**config.mk**
```make
export PLATFORM = sky130hd
export DESIGN_NAME = mem_arbiter
export DESIGN_NICKNAME = d
export VERILOG_FILES = /design/src/rtl/mem_arbiter.sv
export SDC_FILE = /design/constraint.sdc
export NUM_CORES = 1
export LEC_CHECK = 0
export ABC_AREA = 1
export ABC_CLOCK_PERIOD_IN_PS = 4600
export CORE_ASPECT_RATIO = 0.6
export CORE_UTILIZATION = 36
export DETAILED_ROUTE_END_ITERATION = 16
export PLACE_DENSITY = 0.77
export SLEW_MARGIN = 40
export SYNTH_ARGS = -nofsm -noshare
export SYNTH_HDL_FRONTEND = slang
export SYNTH_SLANG_ARGS = --single-unit
```
**constraint.sdc**
```tcl
create_clock -name clk -period 4.6 [get_ports clk]
set_input_delay 1.15 -clock clk [delete_from_list [all_inputs] [get_ports clk]]
set_output_delay 1.15 -clock clk [all_outputs]
set_load 0.02 [all_outputs]
```
**src/rtl/mem_arbiter.sv**
```systemverilog
// Round-robin read-port arbiter for the pixel-domain video memory.
// Priority is starved, then urgent, then normal; read data is tagged back to its requester.
module mem_arbiter #(
    parameter int NREQ         = 4,
    parameter int AW           = 16,
    parameter int DW           = 8,
    parameter int STARVE_LIMIT = 15
) (
    input  logic                 clk,
    input  logic                 reset,
    input  logic [NREQ-1:0]      req,
    input  logic [NREQ-1:0]      urgent,
    input  logic [NREQ*AW-1:0]   req_addr,
    output logic [NREQ-1:0]      gnt,
    output logic                 mem_en,
    output logic [AW-1:0]        mem_addr,
    input  logic [DW-1:0]        mem_din,
    output logic [NREQ-1:0]      rvalid,
    output logic [DW-1:0]        rdata
);

    localparam int CW = $clog2(STARVE_LIMIT + 1);
    localparam int PW = (NREQ > 1) ? $clog2(NREQ) : 1;

    logic [PW-1:0]   rr_ptr;
    logic [PW-1:0]   gidx;
    logic [CW-1:0]   cnt [NREQ];
    logic [NREQ-1:0] starved;
    logic [NREQ-1:0] urg_req;

    // Closest set bit after p, wrapping: smallest circular distance wins.
    function automatic logic [NREQ-1:0] rr_pick(
        input logic [NREQ-1:0] m,
        input logic [PW-1:0]   p
    );
        logic [NREQ-1:0] g;
        int best;
        int d;
        g    = '0;
        best = NREQ;
        for (int i = 0; i < NREQ; i++) begin
            d = (i + 2 * NREQ - int'(p) - 1) % NREQ;
            if (m[i] && d < best) begin
                best = d;
                g    = '0;
                g[i] = 1'b1;
            end
        end
        return g;
    endfunction

    function automatic logic [NREQ-1:0] low_pick(input logic [NREQ-1:0] m);
        logic [NREQ-1:0] g;
        g = '0;
        for (int i = NREQ - 1; i >= 0; i--) begin
            if (m[i]) begin
                g    = '0;
                g[i] = 1'b1;
            end
        end
        return g;
    endfunction

    always_comb begin
        starved = '0;
        for (int i = 0; i < NREQ; i++) begin
            starved[i] = req[i] && (cnt[i] == CW'(STARVE_LIMIT));
        end
    end

    assign urg_req = req & urgent;

    always_comb begin
        gnt = '0;
        if (!reset) begin
            if (|starved) begin
                gnt = low_pick(starved);
            end else if (|urg_req) begin
                gnt = rr_pick(urg_req, rr_ptr);
            end else begin
                gnt = rr_pick(req, rr_ptr);
            end
        end
    end

    always_comb begin
        mem_addr = '0;
        gidx     = '0;
        for (int i = 0; i < NREQ; i++) begin
            if (gnt[i]) begin
                mem_addr = req_addr[i*AW +: AW];
                gidx     = PW'(i);
            end
        end
    end

    assign mem_en = |gnt;
    assign rdata  = mem_din;

    always_ff @(posedge clk or posedge reset) begin
        if (reset) begin
            rr_ptr <= PW'(NREQ - 1);
            rvalid <= '0;
        end else begin
            rvalid <= gnt;
            if (|gnt) begin
                rr_ptr <= gidx;
            end
        end
    end

    // Counters saturate at the limit so a starved requester stays flagged until served.
    always_ff @(posedge clk or posedge reset) begin
        if (reset) begin
            for (int i = 0; i < NREQ; i++) begin
                cnt[i] <= '0;
            end
        end else begin
            for (int i = 0; i < NREQ; i++) begin
                if (gnt[i] || !req[i]) begin
                    cnt[i] <= '0;
                end else if (cnt[i] != CW'(STARVE_LIMIT)) begin
                    cnt[i] <= cnt[i] + CW'(1);
                end
            end
        end
    end

endmodule

```
After elaboration in Yosys (flattened, before gate mapping)
Cells that the tools add are included.
{"block": "word_totals", "output_inout_bits": 33, "in_bits": 82, "ff_bits": 22, "word_cells": 123}
{"block": "classes", "n_eq_ne": 8, "n_addsub": 12, "n_mux": 54, "n_reduce_logical": 31, "bitwise": 5, "n_lt_le_gt_ge": 7}
{"cell": "32-bit 2-to-1 mux", "n": 24}
{"cell": "3-bit by 32-bit < comparator with 1-bit output", "n": 6}
{"cell": "4-bit 2-to-1 mux", "n": 21}
{"cell": "16-bit 2-to-1 mux", "n": 4}
{"cell": "5-bit by 2-bit subtractor with 6-bit output, second input constant", "n": 4}
{"cell": "4-bit by 2-bit subtractor with 5-bit output, first input constant", "n": 4}
{"cell": "4-bit by 1-bit adder with 4-bit output, second input constant", "n": 4}
{"cell": "4-bit equality test, second input constant", "n": 4}
{"cell": "4-bit inequality test, second input constant", "n": 4}
{"cell": "1-bit logical AND", "n": 12}
{"cell": "4-bit OR reduction", "n": 3}
{"cell": "2-bit nonzero test", "n": 4}
{"cell": "2-bit OR reduction", "n": 4}
{"cell": "1-bit AND", "n": 4}
{"cell": "4-bit AND", "n": 1}
{"cell": "1-bit zero test", "n": 4}
{"cell": "1-bit logical OR", "n": 4}
{"cell": "3-bit by 4-bit < comparator with 1-bit output, second input constant", "n": 1}
{"cell": "2-bit 2-to-1 mux", "n": 2}
{"cell": "1-bit 2-to-1 mux", "n": 3}

Depth between registers and ports, before layout
Gate-level depths: netlist of the first run.
{"block": "logic_depth", "word_depth": 32, "mapped_depth": 35}

Worst setup path before layout of the first run
Ideal clock, no wire load.
{"block": "synth_timing", "kind": "register -> output", "from": "register rr_ptr[0]", "to": "output mem_addr[10]", "path_stages_with_launch": 31, "t_arrival_ns": 3.896, "required_ns": 3.450, "setup_slack_ns": -0.446, "path_buffers": 1, "cell_sequence": "dfstp_2 -> inv_1 -> ha_1 -> nor2_1 -> nand2_2 -> a21oi_1 -> inv_1 -> nand2_1 -> nor2_1 -> a21oi_1 -> ha_1 -> a21oi_1 -> o21ai_1 -> o21ai_0 -> nand2_1 -> nand2_1 -> o21ai_0 -> ha_1 -> nand2_1 -> nand2_1 -> o21ai_1 -> nand2_2 -> nand2_1 -> nor2_1 -> nand2_1 -> nand2_1 -> nand2_2 -> inv_4 -> buf_4 -> nand2_1 -> nand4_1"}
{"block": "synth_via", "elab_cells_between_ends": 70, "classes_between": "add/sub (8); order compare (7); mux (39); bitwise (4); reduce/logical (12)"}
{"item": "from (decl)", "line_no": "25", "rtl": "logic [PW-1:0] rr_ptr;"}
{"item": "from (signal assigned)", "line_no": "102", "rtl": "rr_ptr <= PW'(NREQ - 1);"}
{"item": "from (signal assigned)", "line_no": "107", "rtl": "rr_ptr <= gidx;"}
{"item": "4-bit by 2-bit subtractor with 5-bit output", "line_no": "42", "rtl": "d = (i + 2 * NREQ - int'(p) - 1) % NREQ;"}
{"item": "5-bit by 2-bit subtractor with 6-bit output", "line_no": "42"}
{"item": "2-bit OR reduction (no line)"}
{"item": "1-bit AND (no line)"}
{"item": "3-bit by 4-bit < comparator with 1-bit output", "line_no": "43", "rtl": "if (m[i] && d < best) begin"}
{"item": "1-bit logical AND", "line_no": "43"}
{"item": "32-bit 2-to-1 mux", "line_no": "43"}
{"item": "32-bit 2-to-1 mux", "line_no": "78", "rtl": "end else if (|urg_req) begin"}
{"item": "(+14 left out)"}
{"item": "3-bit by 32-bit < comparator with 1-bit output", "line_no": "43"}
{"item": "1-bit logical AND", "line_no": "43"}
{"item": "4-bit 2-to-1 mux", "line_no": "43"}
{"item": "4-bit 2-to-1 mux (*)", "line_no": "78"}
{"item": "4-bit 2-to-1 mux (*)", "line_no": "76", "rtl": "if (|starved) begin"}
{"item": "4-bit 2-to-1 mux (*)", "line_no": "75", "rtl": "if (!reset) begin"}
{"item": "via gnt[1]", "line_no": "14", "rtl": "output logic [NREQ-1:0] gnt,"}
{"item": "16-bit 2-to-1 mux (*) (3 in series)", "line_no": "90", "rtl": "if (gnt[i]) begin"}
{"item": "to (decl)", "line_no": "16", "rtl": "output logic [AW-1:0] mem_addr,"}
Mark *: on every way through the listed nets, which the timed path passes. The rest lies on a longest branch. The select of a mux whose other input is x is not followed.

Final worst setup path of the first run
{"block": "layout_timing", "from": "register rr_ptr[0]", "to": "output mem_addr[9]"}
{"block": "layout_via", "elab_chain_len": 32, "elab_cells_between_ends": 70, "classes_between": "add/sub (8); order compare (7); mux (39); bitwise (4); reduce/logical (12)"}
{"item": "4-bit by 2-bit subtractor with 5-bit output", "line_no": "42"}
{"item": "5-bit by 2-bit subtractor with 6-bit output", "line_no": "42"}
{"item": "2-bit OR reduction (no line)"}
{"item": "1-bit AND (no line)"}
{"item": "3-bit by 4-bit < comparator with 1-bit output", "line_no": "43"}
{"item": "1-bit logical AND", "line_no": "43"}
{"item": "32-bit 2-to-1 mux", "line_no": "43"}
{"item": "32-bit 2-to-1 mux", "line_no": "78"}
{"item": "(+14 left out)"}
{"item": "3-bit by 32-bit < comparator with 1-bit output", "line_no": "43"}
{"item": "1-bit logical AND", "line_no": "43"}
{"item": "4-bit 2-to-1 mux", "line_no": "43"}
{"item": "4-bit 2-to-1 mux (*)", "line_no": "78"}
{"item": "4-bit 2-to-1 mux (*)", "line_no": "76"}
{"item": "4-bit 2-to-1 mux (*)", "line_no": "75"}
{"item": "16-bit 2-to-1 mux (3 in series)", "line_no": "90"}
{"item": "16-bit 2-to-1 mux (*)", "line_no": "90"}
Mark *: on every way between the ends. The rest lies on a longest branch, timed or not. The select of a mux whose other input is x is not followed.

==> results of run 1 <==
-- cells by family after synthesis --
group           share of synthesized area, %
simple gates                            41.4
buf+inv                                 12.6
compound gates                          7.31
flops                                   25.2
fa+ha+maj                               9.70
xor+xnor                                2.40
mux                                     1.37
-- sequential cells by signal, indices dropped and copies added, names as in the netlist --
signal	flops
cnt	16
rvalid	4
rr_ptr	2
-- stage by stage --
| stage | setup TNS [ns] | instances |
|---|---|---|
| 6_report | -21.50 | 620 |
| 5_1_grt | -26.83 | 620 |
| 4_1_cts | -9.24 | 612 |
| 3_5_place_dp | -29.89 | 547 |
| 3_3_place_gp | -26.67 | 547 |
| 2_1_floorplan | -2.63 | 334 |
-- where the power goes --
part	switching (µW)	internal [µW]	leakage, µW
Clock	66.2	62.0	0.0000228
Combinational	1170	927	0.00188
Sequential	36.9	238	0.000290
-- cell type report --
class                      count  area (µm²)
clock buffer                   4        45.0
timing repair inverter         7        81.3
sequential                    22         553
inverter                      43         206
multi-input combinational    257        1640
timing repair buffer         207        1840
fill                         353        1260
tap                           80         100
-- cells in the final DEF, fill, tap and decap left out, types with 3 or more instances in the layout --
| cell | Yosys | layout |
|---|---|---|
| a21oi_1 | 12 | 6 |
| a21oi_2 | 0 | 5 |
| buf_12 | 1 | 3 |
| buf_4 | 10 | 114 |
| buf_6 | 1 | 14 |
| clkbuf_8 | 0 | 3 |
| clkdlybuf4s50_1 | 0 | 73 |
| clkinv_8 | 0 | 3 |
| dfrtp_1 | 20 | 20 |
| ha_1 | 17 | 14 |
| ha_4 | 0 | 3 |
| inv_1 | 39 | 31 |
| inv_2 | 2 | 6 |
| inv_4 | 1 | 3 |
| inv_8 | 0 | 5 |
| mux2i_1 | 3 | 3 |
| nand2_1 | 113 | 84 |
| nand2_2 | 16 | 39 |
| nand2_4 | 5 | 7 |
| nand2_8 | 0 | 4 |
| nand3_1 | 9 | 9 |
| nand4_1 | 16 | 16 |
| nor2_1 | 34 | 27 |
| nor2_4 | 0 | 5 |
| nor3_1 | 7 | 7 |
| o21ai_0 | 8 | 5 |
| o21ai_1 | 4 | 3 |
| o21ai_2 | 0 | 3 |
| xor2_1 | 5 | 5 |
-- critical path: cells and delay by family, from the launching register on --
| family | cells | cell delay [ns] |
|---|---|---|
| AND/OR/NAND/NOR | 16 | 1.63 |
| AO/OA/AOI/OAI | 7 | 0.87 |
| adder cells (fa/ha/maj) | 3 | 0.79 |
| flip-flops | 1 | 0.57 |
| buffers and inverters | 4 | 0.41 |
-- worst min-delay path by stage --
stage | to | slack, ns | cells after the start | start
floorplan | cnt[1] | 0.53 | 2 | cnt[1]
global placement | cnt[4] | 0.55 | 2 | cnt[4]
detailed placement | cnt[6] | 0.56 | 2 | cnt[7]
CTS | cnt[6] | 0.57 | 2 | cnt[7]
global route | cnt[4] | 0.59 | 2 | cnt[4]
finish | cnt[6] | 0.57 | 2 | cnt[7]
-- routing by layer --
layer | vias up | routed length (µm)
met5 | - | 0
met4 | 0 | 945
met3 | 110 | 1580
met2 | 320 | 5490
met1 | 1612 | 4390
li1 | 1475 | -
-- what timing repair did --
item,in CTS,in global routing
setup endpoints to repair,21,21
pin swaps,44,26
cloned,6,1
hold buffers,0,0
setup buffers,56,7
gates resized for setup,181,44
==> results, run 1 <==
- Measured in cells, the most critical reg-to-reg path has a length of 30.
- The final count of pins violating max slew is 0.
- Global routing consumed, over all layers together, 34.8% of the routing resources.
- The final RePlAce weighted congestion is 0.861.
- The critical path is of the reg -> out type.
- Once layout is complete, the utilization of the core stands at 78.0%.
- The clock insertion delay at the later pin of the skew report is 0.27 ns.
- The final antenna-violating net count is 0.
- Across the VDD grid, the largest voltage drop is 0.000324 V.
- In this run the critical register-to-register path is launched from rr_ptr[0].
- CTS placed an instance of clkbuf_8 at the clock tree root.
- The detailed-route wire length per cell is 20.0 µm.
- Synthesis produced 334 cells.
- The repair_antennas step left the layout with diodes totalling 0.
- The floorplan core area is 0.00573 mm².
- No sink is reached through more buffers than the 2 on the longest clock path.
- Following the worst setup path forward leads to its endpoint at mem_addr[9].
- With fillers left out, the area of the finished cells amounts to 0.00447 mm².
- The flip-flop cell with the highest count after synthesis is dfrtp_1.
- The net total in the final layout is 640.
- The fraction of the cycle the final worst path needs is 124%.
- The biggest fanout along the worst timing path is 6.
- The cell type with the highest occurrence count on the critical path is nand2_2.
- The number of sinks driven by the clock tree is 22.
- The final reports fail on setup timing.
- Yosys printed 0 warnings.
- The run finished, with violations left.
- Once the floorplan was initialized, standard cells occupied 38.3% of the core.
- The detailed placer's ending HPWL is 5.29 mm.
- The critical register-to-register path endpoint is cnt[0].
- The clock tree from TritonCTS is done.
- Setup violations remaining at the end of the flow were counted as 21.
- The synthesized design contains 0 enable-type register cells.
- Sorting the synthesized cells by how often they occur yields nand2_1 (113), inv_1 (39), nor2_1 (34).
- The type of the tightest min-delay check is reg -> reg.
- Input and output buffers added on the ports amount to 98.
- The initial antenna violation count is 0.
- The shortest clock period the worst path allows after layout is 5.72 ns.
- The largest individual stage delay along the critical path comes from the cell dfstp_2.
- In the routed design, unresolved DRC markers number 0.
- The synthesized design contains 22 register bits.
- The met1 global-route usage is 40.2%.
- The met3 global-route usage is 10.3%.
- The kind of end point of the critical path is a primary output.
- After synthesis, the cell types taking the most area are dfrtp_1 (23%), nand2_1 (19%), ha_1 (9.7%), inv_1 (6.7%), nor2_1 (5.8%).
- The tool flagged a number of max-cap violations equal to 0.
- The number of DRC markers after the initial detailed-route iteration is 409.
- The I/O pin count is 115.
- The routed wire length is 12.4 mm.
- Using the TritonRoute via totals, the vias-per-cell ratio works out to 5.67.
- The final number of hold-violating endpoints is 0.
- The setup slack on the worst flop-to-flop path is 0.20 ns.
- OpenSTA, run right after detailed placement, puts the worst setup slack at -1.49 ns.
- In this run the core area contains 21 standard-cell rows.
- After global routing the overflow that remains totals 0.
- The area growth from synthesis to final layout is 104%.
- The netlist area before placement is 0.00219 mm².
- The chip height is 62.4 µm.
- The share of cells above drive strength 1 is 42.8%.
- STA classifies the critical path startpoint as a register.
- The number of nets handed over by synthesis was 433.
- Setup repair after global routing could not meet its margin everywhere.
- The via count of the first global-routing pass is 3387.
- Summing the sequential cell areas from Yosys gives 25.2% of the chip area.
- The global-route wire length before repair is 16.9 mm.
- The final route contains 3517 vias.
- Summed over all cells, the static leakage comes to 0.00219 µW.
- The number of unique standard cell types used by synthesis is 29.
- The number of clock buffers added by TritonCTS is 3.
- The die covers 0.00642 mm².
- The area of placed instances is 0.00361 mm².
- Tracing the worst setup path back leads to its startpoint at rr_ptr[0].
- The depth of the CTS H-tree is 1.
- Entering global routing, the biggest net connects 23 pins.
- The met2 routing resource usage after global routing is 56.8%.
- The worst-case headroom to the max-slew limit is 65.8%.
- The share of flip-flops with an asynchronous set or reset after synthesis is 100%.
- The areal power density over the cells is 560 mW/mm².
- The highest cell delay on the worst timing path is 0.57 ns.
- Once routing completed, OpenROAD measured the worst setup slack at -1.12 ns.
- The required time of the critical path is 3.45 ns.
- Of the post-synthesis cell area, the dominant cell type holds 22.8%.
- For the pin with the worst max-slew slack, the measured transition is 0.512 ns.
- The die is 103 µm wide.
- The post-synthesis area per instance is 6.56 µm².
- The worst clock skew is 0.00807 ns.
- The first detailed-routing pass ran for 8 iterations.
- After layout, the design draws a total of 2500 µW.
- For this run, the top clock speed supported by timing is 0.175 GHz.
- STA puts the critical path data arrival time at 4.57 ns.
- The worst hold slack after final layout is 0.572 ns.
- The clock transition time at the flip-flop clock pins of the worst setup and hold paths is 0.08 ns.
- The global routing stage identified its most utilized layer as met2.
- The most common cell in the synthesized netlist is nand2_1.
- The post-synthesis cell type with the largest combined area is dfrtp_1.
(Power assumes the default switching activity.)
==> run 2, diff against run 1 <==
ABC_CLOCK_PERIOD_IN_PS = 5650   (was 4600)
CORE_UTILIZATION = 41   (was 36)
CTS_BUF_LIST = sky130_fd_sc_hd__clkbuf_2   (was default)
PLACE_DENSITY = 0.83   (was 0.77)
clock period = 5.65 ns   (was 4.6 ns; I/O delays follow)
==> results, run 2 (synthesis results as in run 1) <==
- The maximum number of pins on one net before global-route repair is 20.
- After clock tree synthesis, the clock-pin slew on the worst setup and hold paths is 0.20 ns.
- In this run the worst path has a maximum fanout of 6.
- The source of the worst register-to-register timing path is rr_ptr[0].
- The overall track demand over capacity in global routing is 39.3%.
- The critical path ends at mem_addr[13].
- STA puts the critical path data required time at 4.24 ns.
- The number of rows created at floorplan is 20.
- The leading cell type in the layout, fill and taps excluded is buf_4.
- The count of buffers added on input and output ports is 98.
- The detailed placer's ending HPWL is 5.68 mm.
- The setup slack on the worst flop-to-flop path is 1.10 ns.
- The number of DRC markers after the initial detailed-route iteration is 298.
- CTS built an H-tree with a depth of 1.
- The clock root buffer is clkbuf_2.
- The floorplan step defined a core boundary enclosing 0.00510 mm².
- The clock reaches the later pin of the worst-skew pair after 0.37 ns.
- In this run the critical register-to-register path is captured at cnt[15].
- The worst path arrival time is 4.76 ns.
- The total iterations of the first detailed-routing run is 5.
- The worst-margin pin slew is 0.774 ns.
- The die is 58.6 µm tall.
- Based on the critical path, the design can be clocked at up to 0.162 GHz.
- The effective utilization at floorplan is 42.9%.
- The initial antenna violation count is 0.
- After layout, the worst setup slack is -0.522 ns.
- In this run the static leakage power is 0.00215 µW.
- Of the cells placed in the final design, the portion with a size suffix greater than 1 is 41.4%.
- Leaving out fill and tap cells, the most frequent cells in the layout are buf_4 (95), nand2_1 (90), clkdlybuf4s50_1 (73).
- In the final layout, the registers with the most flip-flops are cnt: 16 flops, rvalid: 4 flops, rr_ptr: 2 flops.
- The via count of the first global-routing pass came to 3369.
- The fraction of the cycle the final worst path needs is 109%.
- At the end of the flow, the number of nets in the layout was 629.
- The x dimension of the die is 96.4 µm.
- The leftover overflow at the end of global routing is 0.
- The number of cells on the worst reg-to-reg path is 28.
- Pin placement for this block handled 115 I/O pins.
- The min-delay analysis places its worst path in the category reg -> reg.
- For this design the ratio of total power to cell area is 456 mW/mm².
- The detailed-route wire length per cell is 20.9 µm.
- Once layout is complete, the utilization of the core stands at 86.6%.
- The total power of the final layout is 2010 µW.
- The critical path starts at req[0].
- The final count of pins violating max slew is 0.
- The die area is 0.00565 mm².
- The final setup violation count is 21.
- The worst hold slack after final layout is 0.599 ns.
- The clock passes through at most 2 buffers.
- The final antenna-violating net count is 0.
- The final number of hold-violating endpoints is 0.
- After detailed routing, the number of vias per cell comes to 5.90.
- For the finished layout, the period the worst path requires is 6.17 ns.
- The classification of the worst setup path is in -> out.
- The worst-case headroom to the max-slew limit is 48.4%.
- Summing all non-filler instances in the final layout gives an area of 0.00442 mm².
- Setup repair after global routing could not meet its margin everywhere.
- The CTS buffer count is 3.
- Relative to the synthesized area, the layout overhead comes to 102%.
- The number of flip-flops under the largest register name is 16.
- More flip-flops sit in one register than any other, and that register is cnt.
- The worst clock skew is 0.0453 ns.
- The area of placed instances is 0.00348 mm².
- Detailed routing inserted a total of 3512 vias.
- The worst hold path begins at cnt[7].
- The final routed DRC violation total is 0.
- STA classifies the critical path endpoint as a primary output.
- The worst setup path is launched from a primary input.
- The repair_antennas step left the layout with diodes totalling 0.
- Across the run, the number of max-cap violations was 0.
- The flow ran to the end, but the final reports show violations.
- The cell depth of the worst hold path is 2.
- The first global-routing pass estimated 16.4 mm of wire.
- TritonCTS built the clock tree.
- The final RePlAce weighted congestion is 0.862.
- The post-placement worst setup slack is -1.11 ns.
- The maximum vdd ir drop is 0.000285 V.
- The checks that failed: setup timing.
- Counting every sink on the clock net gives 22.
- The routed design has 12.4 mm of wire.
==> run 2: cell count changes in the layout (fill, tap and decap cells not counted), moves of 3 or more <==
cell | before | now
nand2_1 | 84 | 90
clkbuf_2 | 0 | 4
nand2_2 | 39 | 31
inv_2 | 6 | 10
buf_4 | 114 | 95
buf_8 | 2 | 5
buf_6 | 14 | 18
clkbuf_8 | 3 | 0
==> run 2: final cells by class <==
cell class	count	area [µm²]
fillers	216	684
multi-input cells	257	1690
repair buffers	198	1810
flip-flops and latches	22	553
inverters	43	186
well taps	66	82.6
clock buffers	3	15.0
repair inverters	5	56.3
clock inverters	1	30.0
==> run 2: power breakdown <==
part / leakage [µW] / switching, µW / internal (µW)
Clock: 0.0000266 / 54.4 / 61.0
Sequential: 0.000290 / 27.2 / 194
Combinational: 0.00184 / 924 / 754
Total: 0.00215 / 1010 / 1010
==> run 2: metal layers <==
layer	global-route usage, %	vias up	part of all wire [%]
met1	42.7	1598	34
met5	0	-	0
met3	13.0	138	11
met2	65.2	326	45
met4	28.2	0	10
li1	-	1450	-
==> run 2: worst min path at each step <==
stage / end
after floorplan: rr_ptr[0]
after global placement: cnt[1]
after detailed placement: cnt[10]
after CTS: cnt[6]
after global routing: cnt[2]
final: cnt[7]
==> run 2: through the flow <==
| stage | setup TNS (ns) | cells |
|---|---|---|
| final | -7.20 | 595 |
| after global routing | -12.11 | 595 |
| after CTS | -0.0140 | 591 |
| after detailed placement | -20.82 | 527 |
| after global placement | -18.90 | 527 |
| after floorplan | 0 | 334 |
==> run 2: worst max-delay path, cell delays in order <==
cell,delay [ns]
buf_6,0.12
a21oi_4,0.19
inv_2,0.09
nand2_4,0.08
nor2_4,0.04
a21oi_2,0.16
ha_1,0.27
a21oi_2,0.13
o21ai_1,0.07
o21ai_1,0.12
nand2_1,0.16
nand2_2,0.11
o21ai_2,0.06
ha_1,0.29
nand2_2,0.09
nand2_2,0.08
o21ai_4,0.08
nand2_2,0.10
buf_6,0.14
nand2_8,0.08
nand2_8,0.08
nand2_8,0.09
inv_8,0.04
buf_12,0.12
nand2_2,0.06
nand4_1,0.23
buf_6,0.22
==> run 2: what timing repair did <==
item	4_1_cts	5_1_grt
resized for setup	159	89
buffers inserted	55	6
pin swaps	26	26
hold buffers	0	0
cloned	5	1
setup endpoints to repair	21	21
==> run 3, diff against run 2 <==
CORE_MARGIN = 1   (was default)
==> results of run 3 <==
The final DEF is identical to that of run 2; final timing and power are the same.
